--- src/rtl/elevator_scan_ctrl.sv ---
// rtl/elevator_scan_ctrl.sv - SCAN (collective) elevator controller with latched hall/cab calls
// Serves every call ahead in the travel direction, then reverses; door dwell restarts on same-floor presses.
module elevator_scan_ctrl #(
    parameter int  FLOORS      = 4,
    parameter int  MOVE_CYCLES = 2,
    parameter int  DOOR_CYCLES = 3,
    localparam int POS_W       = $clog2(2*FLOORS-1)
) (
    input  logic              clk,
    input  logic              reset,
    input  logic [FLOORS-2:0] button_up,
    input  logic [FLOORS-2:0] button_down,
    input  logic [FLOORS-1:0] button_in,
    output logic [POS_W-1:0]  position,
    output logic              open,
    output logic [1:0]        direction,
    output logic [FLOORS-2:0] pend_up,
    output logic [FLOORS-2:0] pend_down,
    output logic [FLOORS-1:0] pend_in
);
    localparam logic [1:0] S_IDLE   = 2'd0;
    localparam logic [1:0] S_UP     = 2'd1;
    localparam logic [1:0] S_DOWN   = 2'd2;
    localparam logic [1:0] S_DOOR   = 2'd3;
    localparam logic [1:0] DIR_STOP = 2'b00;
    localparam logic [1:0] DIR_UP   = 2'b01;
    localparam logic [1:0] DIR_DOWN = 2'b10;

    localparam int CNT_MAX = (MOVE_CYCLES > DOOR_CYCLES) ? MOVE_CYCLES : DOOR_CYCLES;
    localparam int CNT_W   = $clog2(CNT_MAX + 1);
    localparam logic [CNT_W-1:0] MOVE_LAST = CNT_W'(MOVE_CYCLES - 1);
    localparam logic [CNT_W-1:0] DOOR_LOAD = CNT_W'(DOOR_CYCLES - 1);
    localparam logic [POS_W-1:0] POS_TOP   = POS_W'(2*(FLOORS-1));

    logic [1:0]        state_q, state_d;
    logic [POS_W-1:0]  pos_q, pos_d;
    logic [1:0]        dir_q, dir_d;
    logic              open_q, open_d;
    logic [CNT_W-1:0]  cnt_q, cnt_d;
    logic [FLOORS-2:0] pu_q, pu_d, pd_q, pd_d;
    logic [FLOORS-1:0] pi_q, pi_d;

    // Hall calls are remapped to per-floor vectors so floor f always means bit f.
    logic [FLOORS-1:0] here_f, req_up_f, req_dn_f, req_all_f, btn_up_f, btn_dn_f;
    logic [FLOORS-1:0] abs_in_f, abs_up_f, abs_dn_f, clr_in_f, clr_up_f, clr_dn_f;
    logic              any_above, any_below, here_in, here_up, here_dn, here_any;
    logic              door_hold, going_up, ahead, at_floor, stop;
    int                cur_floor;

    always_comb begin
        cur_floor = int'(pos_q >> 1);
        req_up_f  = '0;
        req_dn_f  = '0;
        btn_up_f  = '0;
        btn_dn_f  = '0;
        here_f    = '0;
        any_above = 1'b0;
        any_below = 1'b0;
        for (int i = 0; i < FLOORS-1; i++) begin
            req_up_f[i]   = pu_q[i];
            req_dn_f[i+1] = pd_q[i];
            btn_up_f[i]   = button_up[i];
            btn_dn_f[i+1] = button_down[i];
        end
        req_all_f = pi_q | req_up_f | req_dn_f;
        for (int i = 0; i < FLOORS; i++) begin
            here_f[i] = (i == cur_floor);
            if (i > cur_floor) any_above = any_above | req_all_f[i];
            if (i < cur_floor) any_below = any_below | req_all_f[i];
        end
        here_in  = |(pi_q & here_f);
        here_up  = |(req_up_f & here_f);
        here_dn  = |(req_dn_f & here_f);
        here_any = here_in | here_up | here_dn;
        // Presses absorbed by an open door: cab at f, hall at f matching travel direction.
        abs_in_f  = open_q ? here_f : '0;
        abs_up_f  = (open_q && dir_q != DIR_DOWN) ? here_f : '0;
        abs_dn_f  = (open_q && dir_q != DIR_UP) ? here_f : '0;
        door_hold = |((button_in & abs_in_f) | (btn_up_f & abs_up_f) | (btn_dn_f & abs_dn_f));
    end

    always_comb begin
        state_d  = state_q;
        pos_d    = pos_q;
        dir_d    = dir_q;
        open_d   = open_q;
        cnt_d    = cnt_q;
        clr_in_f = '0;
        clr_up_f = '0;
        clr_dn_f = '0;
        going_up = (state_q == S_UP);
        ahead    = going_up ? any_above : any_below;
        at_floor = !pos_q[0] && (cnt_q == '0);
        stop     = here_in | (going_up ? here_up : here_dn) | (!ahead & (going_up ? here_dn : here_up));

        case (state_q)
            S_IDLE: begin
                dir_d = DIR_STOP;
                if (here_any) begin
                    state_d  = S_DOOR;
                    open_d   = 1'b1;
                    cnt_d    = DOOR_LOAD;
                    clr_in_f = here_f;
                    clr_up_f = here_f;
                    clr_dn_f = here_f;
                end else if (any_above) begin
                    state_d = S_UP;
                    dir_d   = DIR_UP;
                    cnt_d   = '0;
                end else if (any_below) begin
                    state_d = S_DOWN;
                    dir_d   = DIR_DOWN;
                    cnt_d   = '0;
                end
            end
            S_UP, S_DOWN: begin
                if (at_floor && stop) begin
                    state_d  = S_DOOR;
                    open_d   = 1'b1;
                    cnt_d    = DOOR_LOAD;
                    clr_in_f = here_f;
                    if (going_up || !ahead) clr_up_f = here_f;
                    if (!going_up || !ahead) clr_dn_f = here_f;
                end else if (at_floor && !ahead) begin
                    state_d = S_IDLE;
                    dir_d   = DIR_STOP;
                end else if (cnt_q == MOVE_LAST) begin
                    cnt_d = '0;
                    if (going_up && pos_q != POS_TOP) pos_d = pos_q + 1'b1;
                    else if (!going_up && pos_q != '0) pos_d = pos_q - 1'b1;
                end else begin
                    cnt_d = cnt_q + 1'b1;
                end
            end
            default: begin
                if (door_hold) begin
                    cnt_d = DOOR_LOAD;
                end else if (cnt_q != '0) begin
                    cnt_d = cnt_q - 1'b1;
                end else begin
                    open_d = 1'b0;
                    cnt_d  = '0;
                    if (dir_q == DIR_UP && any_above) begin
                        state_d = S_UP;
                    end else if (dir_q == DIR_DOWN && any_below) begin
                        state_d = S_DOWN;
                    end else if (here_any) begin
                        // A call latched at this floor while open: close, then IDLE reopens for it.
                        state_d = S_IDLE;
                        dir_d   = DIR_STOP;
                    end else if (any_above) begin
                        state_d = S_UP;
                        dir_d   = DIR_UP;
                    end else if (any_below) begin
                        state_d = S_DOWN;
                        dir_d   = DIR_DOWN;
                    end else begin
                        state_d = S_IDLE;
                        dir_d   = DIR_STOP;
                    end
                end
            end
        endcase

        pi_d = (pi_q | (button_in & ~abs_in_f)) & ~clr_in_f;
        pu_d = '0;
        pd_d = '0;
        for (int i = 0; i < FLOORS-1; i++) begin
            pu_d[i] = (pu_q[i] | (button_up[i] & ~abs_up_f[i])) & ~clr_up_f[i];
            pd_d[i] = (pd_q[i] | (button_down[i] & ~abs_dn_f[i+1])) & ~clr_dn_f[i+1];
        end
    end

    always_ff @(posedge clk) begin
        if (reset) begin
            state_q <= S_IDLE;
            pos_q   <= '0;
            dir_q   <= DIR_STOP;
            open_q  <= 1'b0;
            cnt_q   <= '0;
            pu_q    <= '0;
            pd_q    <= '0;
            pi_q    <= '0;
        end else begin
            state_q <= state_d;
            pos_q   <= pos_d;
            dir_q   <= dir_d;
            open_q  <= open_d;
            cnt_q   <= cnt_d;
            pu_q    <= pu_d;
            pd_q    <= pd_d;
            pi_q    <= pi_d;
        end
    end

    assign position  = pos_q;
    assign open      = open_q;
    assign direction = dir_q;
    assign pend_up   = pu_q;
    assign pend_down = pd_q;
    assign pend_in   = pi_q;
endmodule

--- config.mk ---
export PLATFORM = sky130hd
export DESIGN_NAME = elevator_scan_ctrl
export DESIGN_NICKNAME = d
export VERILOG_FILES = /design/src/rtl/elevator_scan_ctrl.sv
export SDC_FILE = /design/constraint.sdc
export NUM_CORES = 1
export LEC_CHECK = 0
export BUFFER_PORTS_ARGS = -buffer_cell sky130_fd_sc_hd__buf_2
export CAP_MARGIN = 20
export CORE_ASPECT_RATIO = 1.75
export CORE_MARGIN = 8
export CORE_UTILIZATION = 55
export CTS_CLUSTER_DIAMETER = 200
export DETAILED_ROUTE_END_ITERATION = 10
export HOLD_SLACK_MARGIN = 0.15
export MAX_ROUTING_LAYER = met4
export PLACE_DENSITY = 0.88
export SLEW_MARGIN = 5
export SYNTH_ARGS = -nofsm -noshare
export SYNTH_HDL_FRONTEND = slang
export SYNTH_SLANG_ARGS = --single-unit
--- constraint.sdc ---
create_clock -name clk -period 3.8 [get_ports clk]
set_clock_uncertainty 0.05 [all_clocks]
set_input_delay 0.76 -clock clk [delete_from_list [all_inputs] [get_ports clk]]
set_output_delay 0.76 -clock clk [all_outputs]
set_load 0.02 [all_outputs]
==> results summary <==
The final weighted congestion in routability-driven placement is 0.9798. Synthesis handed over a netlist of 187 instances. Static timing analysis puts the maximum clock frequency at 337.4 MHz. The full die area came out at 0.004792 mm2. In this run the count of I/O pins placed on the die edge is 28. The wire length reported by the detailed router is 4407 um. Buffers inserted to repair hold after CTS numbered 0.

The transition time at the pin with the least slew margin is 0.8450 ns. After synthesis, the netlist uses 54 different library cells. CTS built an H-tree with a depth of 1. The total cell area at the placement stage came out at 0.001657 mm2. The peak ir drop on the vdd network is 0.0004265 V. The number of setup buffers added after CTS is 0.

Summed over all cells, the static leakage comes to 0.6808 nW. The final count of pins violating max slew is 0. The die width is 55.87 um. The proportion of synthesized chip area in sequential cells came out at 26.17%.

The Yosys step of the flow raised 0 warnings. The routed length per placed instance is 18.67 um. The clock drives 20 sinks. The row count is 25. Averaged over all synthesized cells, the footprint is 8.183 um2. The detailed router's first-iteration violation count came out at 57. The share of the cycle needed by the critical path after routing is 77.99%. Setup repair after global routing left no endpoint under its margin. The max capacitance violation total is 0. The total power divided by cell area came out at 709.0 mW/mm2. At the later pin of the worst-skew pair, clock insertion delay measures 0.27 ns.

The most common library cell in the layout ignoring fill and taps is sky130_fd_sc_hd__buf_2. The smallest clock period supported by the final layout is computed as 2.964 ns. In this run the worst path has a maximum fanout of 22. The maximum clock path buffer count came out at 2. The initial antenna violation count is 0. The die outline height came out at 85.78 um. The flow ran to the end, and the final reports show no timing, DRC or antenna violations. The detailed router placed 1578 vias in this run. The total track usage is 18.27%. The total overflow left after global routing is 0. The worst-case setup slack after placement came out at 0.9431 ns.

The required time reported for the critical path endpoint is 3.92 ns. The final total negative setup slack came out at 0 ns. The mean number of vias per cell is 6.686. The register clock-pin slew on the reported worst setup and hold paths came out at 0.08 ns.

STA classifies the critical path endpoint as a flop. The cell at the root of the clock tree is sky130_fd_sc_hd__clkbuf_8. 0 antenna diodes ended up in the layout. For this run, the detailed router's first-pass iteration total came to 4. In the synthesized netlist the dominant register cell turns out to be sky130_fd_sc_hd__dfxtp_1.

Setup violations remaining at the end of the flow were counted as 0. The first-pass GRT wire length came out at 7203 um. Data on the critical path arrives at its endpoint at 3.09 ns. The final cell area excluding filler cells came out at 0.001728 mm2. After layout, the worst setup slack is 0.8365 ns. Of all flip-flops after synthesis, the portion carrying an async set or reset was 0%.

The maximum number of pins on one net before global-route repair is 23. The number of gates resized after CTS was 0. The number of enable-type register cells in the synthesized netlist is 0. The port buffer count is 27.

The remaining number of nets flagged by the antenna check after routing came out at 0. Hold is met by 0.4632 ns. The critical path is of the reg -> reg type. The via count of the first global-routing pass is 1596.

TritonCTS built the clock tree. The tightest slew margin relative to the limit came out at 43.59%. The nature of the critical path startpoint is a flop. The count of final hold-check violations came out at 0. The mapped netlist covers 0.001530 mm2.

The effective utilization at floorplan came out at 56.88%. Counting flops and latches in the post-synthesis netlist gives 20. The total power of the final layout came out at 1.225 mW. The net count reported at finish is 226. The share of final-layout standard cells stronger than drive strength 1 is 22.97%. The net count after synthesis is 203. Leaving out fill and tap cells, the most frequent cells in the layout are sky130_fd_sc_hd__buf_2, sky130_fd_sc_hd__dfxtp_1, sky130_fd_sc_hd__nand2_1, sky130_fd_sc_hd__a21oi_1, sky130_fd_sc_hd__nor2_1.

The number of DRC violations after detailed routing came out at 0. The worst hold path belongs to the class reg -> reg. The placed wire-length estimate after detailed placement is 3341 um. The growth of design area from synthesis to finish is 12.92%. The standard cell core area is 0.002690 mm2. The number of buffers created by CTS came out at 3.
metal layers:
layer	track usage [%]	vias to the layer above	part of all wire [%]
met1	17.06	763	39
met4	9.011	0	1.6
li1	-	754	-
met5	-	-	0
met3	3.846	7	5.0
met2	34.02	54	55
registers in the layout, indices dropped and copies added, names as in the netlist:
register   cells
direction      2
position       3
state_q        2
open           1
pend_in        4
pend_up        3
pend_down      3
cnt_q          2
cells by family after synthesis:
group | share of synthesized area, %
AOI/OAI and AO/OA | 30.17
xor gates and xnor gates | 1.717
adders and majority gates | 3.762
buffers and inverters | 4.988
DFF | 26.16
muxes | 9.403
and+or+nand+nor | 23.79
through the flow:
stage	instances	util, %
after floorplan	187	-
after global placement	232	61.58
after detailed placement	232	61.58
after CTS	236	64.23
after global routing	236	64.23
final	236	64.23
report_power, final:
| part | internal, mW | total (mW) | switching (mW) |
|---|---|---|---|
| Clock | 0.141 | 0.219 | 0.0777 |
| Combinational | 0.269 | 0.674 | 0.404 |
| Sequential | 0.254 | 0.333 | 0.0783 |
| Total | 0.665 | 1.23 | 0.560 |
worst paths after layout:
path,startpoint,to,slack (ns),depth (start not counted)
max,position[1],pend_up[1],0.84,6
min,direction[1],direction[1],0.46,2
max reg2reg,position[1],pend_up[1],0.84,6
min reg2reg,direction[1],direction[1],0.46,2
synth_stat cells (3+ instances only):
cell	number	area (um2)
sky130_fd_sc_hd__dfxtp_1	20	400.4
sky130_fd_sc_hd__nand2_1	18	67.56
sky130_fd_sc_hd__nor2_1	14	52.55
sky130_fd_sc_hd__inv_1	7	26.28
sky130_fd_sc_hd__or3_1	3	18.77
sky130_fd_sc_hd__buf_2	4	20.02
sky130_fd_sc_hd__a211oi_1	9	67.56
sky130_fd_sc_hd__mux2_4	3	45.04
sky130_fd_sc_hd__ha_1	3	37.54
sky130_fd_sc_hd__and3_1	3	18.77
sky130_fd_sc_hd__nand2b_1	3	18.77
sky130_fd_sc_hd__mux4_2	3	67.56
sky130_fd_sc_hd__clkbuf_1	5	18.77
sky130_fd_sc_hd__nor2b_1	3	18.77
sky130_fd_sc_hd__a21oi_1	18	90.09
sky130_fd_sc_hd__o2bb2ai_1	3	26.28
sky130_fd_sc_hd__and2_1	3	18.77
sky130_fd_sc_hd__a311oi_1	4	35.03
sky130_fd_sc_hd__nor3_1	9	45.04
sky130_fd_sc_hd__nand3_1	9	45.04
final cells by class:
cell class / instances / area, um2
multi-input combinational: 150 / 1054
fill: 240 / 962.2
sequential: 20 / 400.4
timing repair buffer: 28 / 142.6
clock buffer: 3 / 41.29
tap: 27 / 33.78
clock inverter: 1 / 30.03
inverter: 7 / 26.28
worst max-delay path: stages, from the launching register on:
cell and delay, ns:
sky130_fd_sc_hd__dfxtp_1 0.88, sky130_fd_sc_hd__and2b_1 0.37, sky130_fd_sc_hd__a22o_1 0.30, sky130_fd_sc_hd__nor3_2 0.47, sky130_fd_sc_hd__nor2b_1 0.13, sky130_fd_sc_hd__or3_1 0.38
sky130_fd_sc_hd__a311oi_1 0.29
Power figures use the tool's default switching activity.
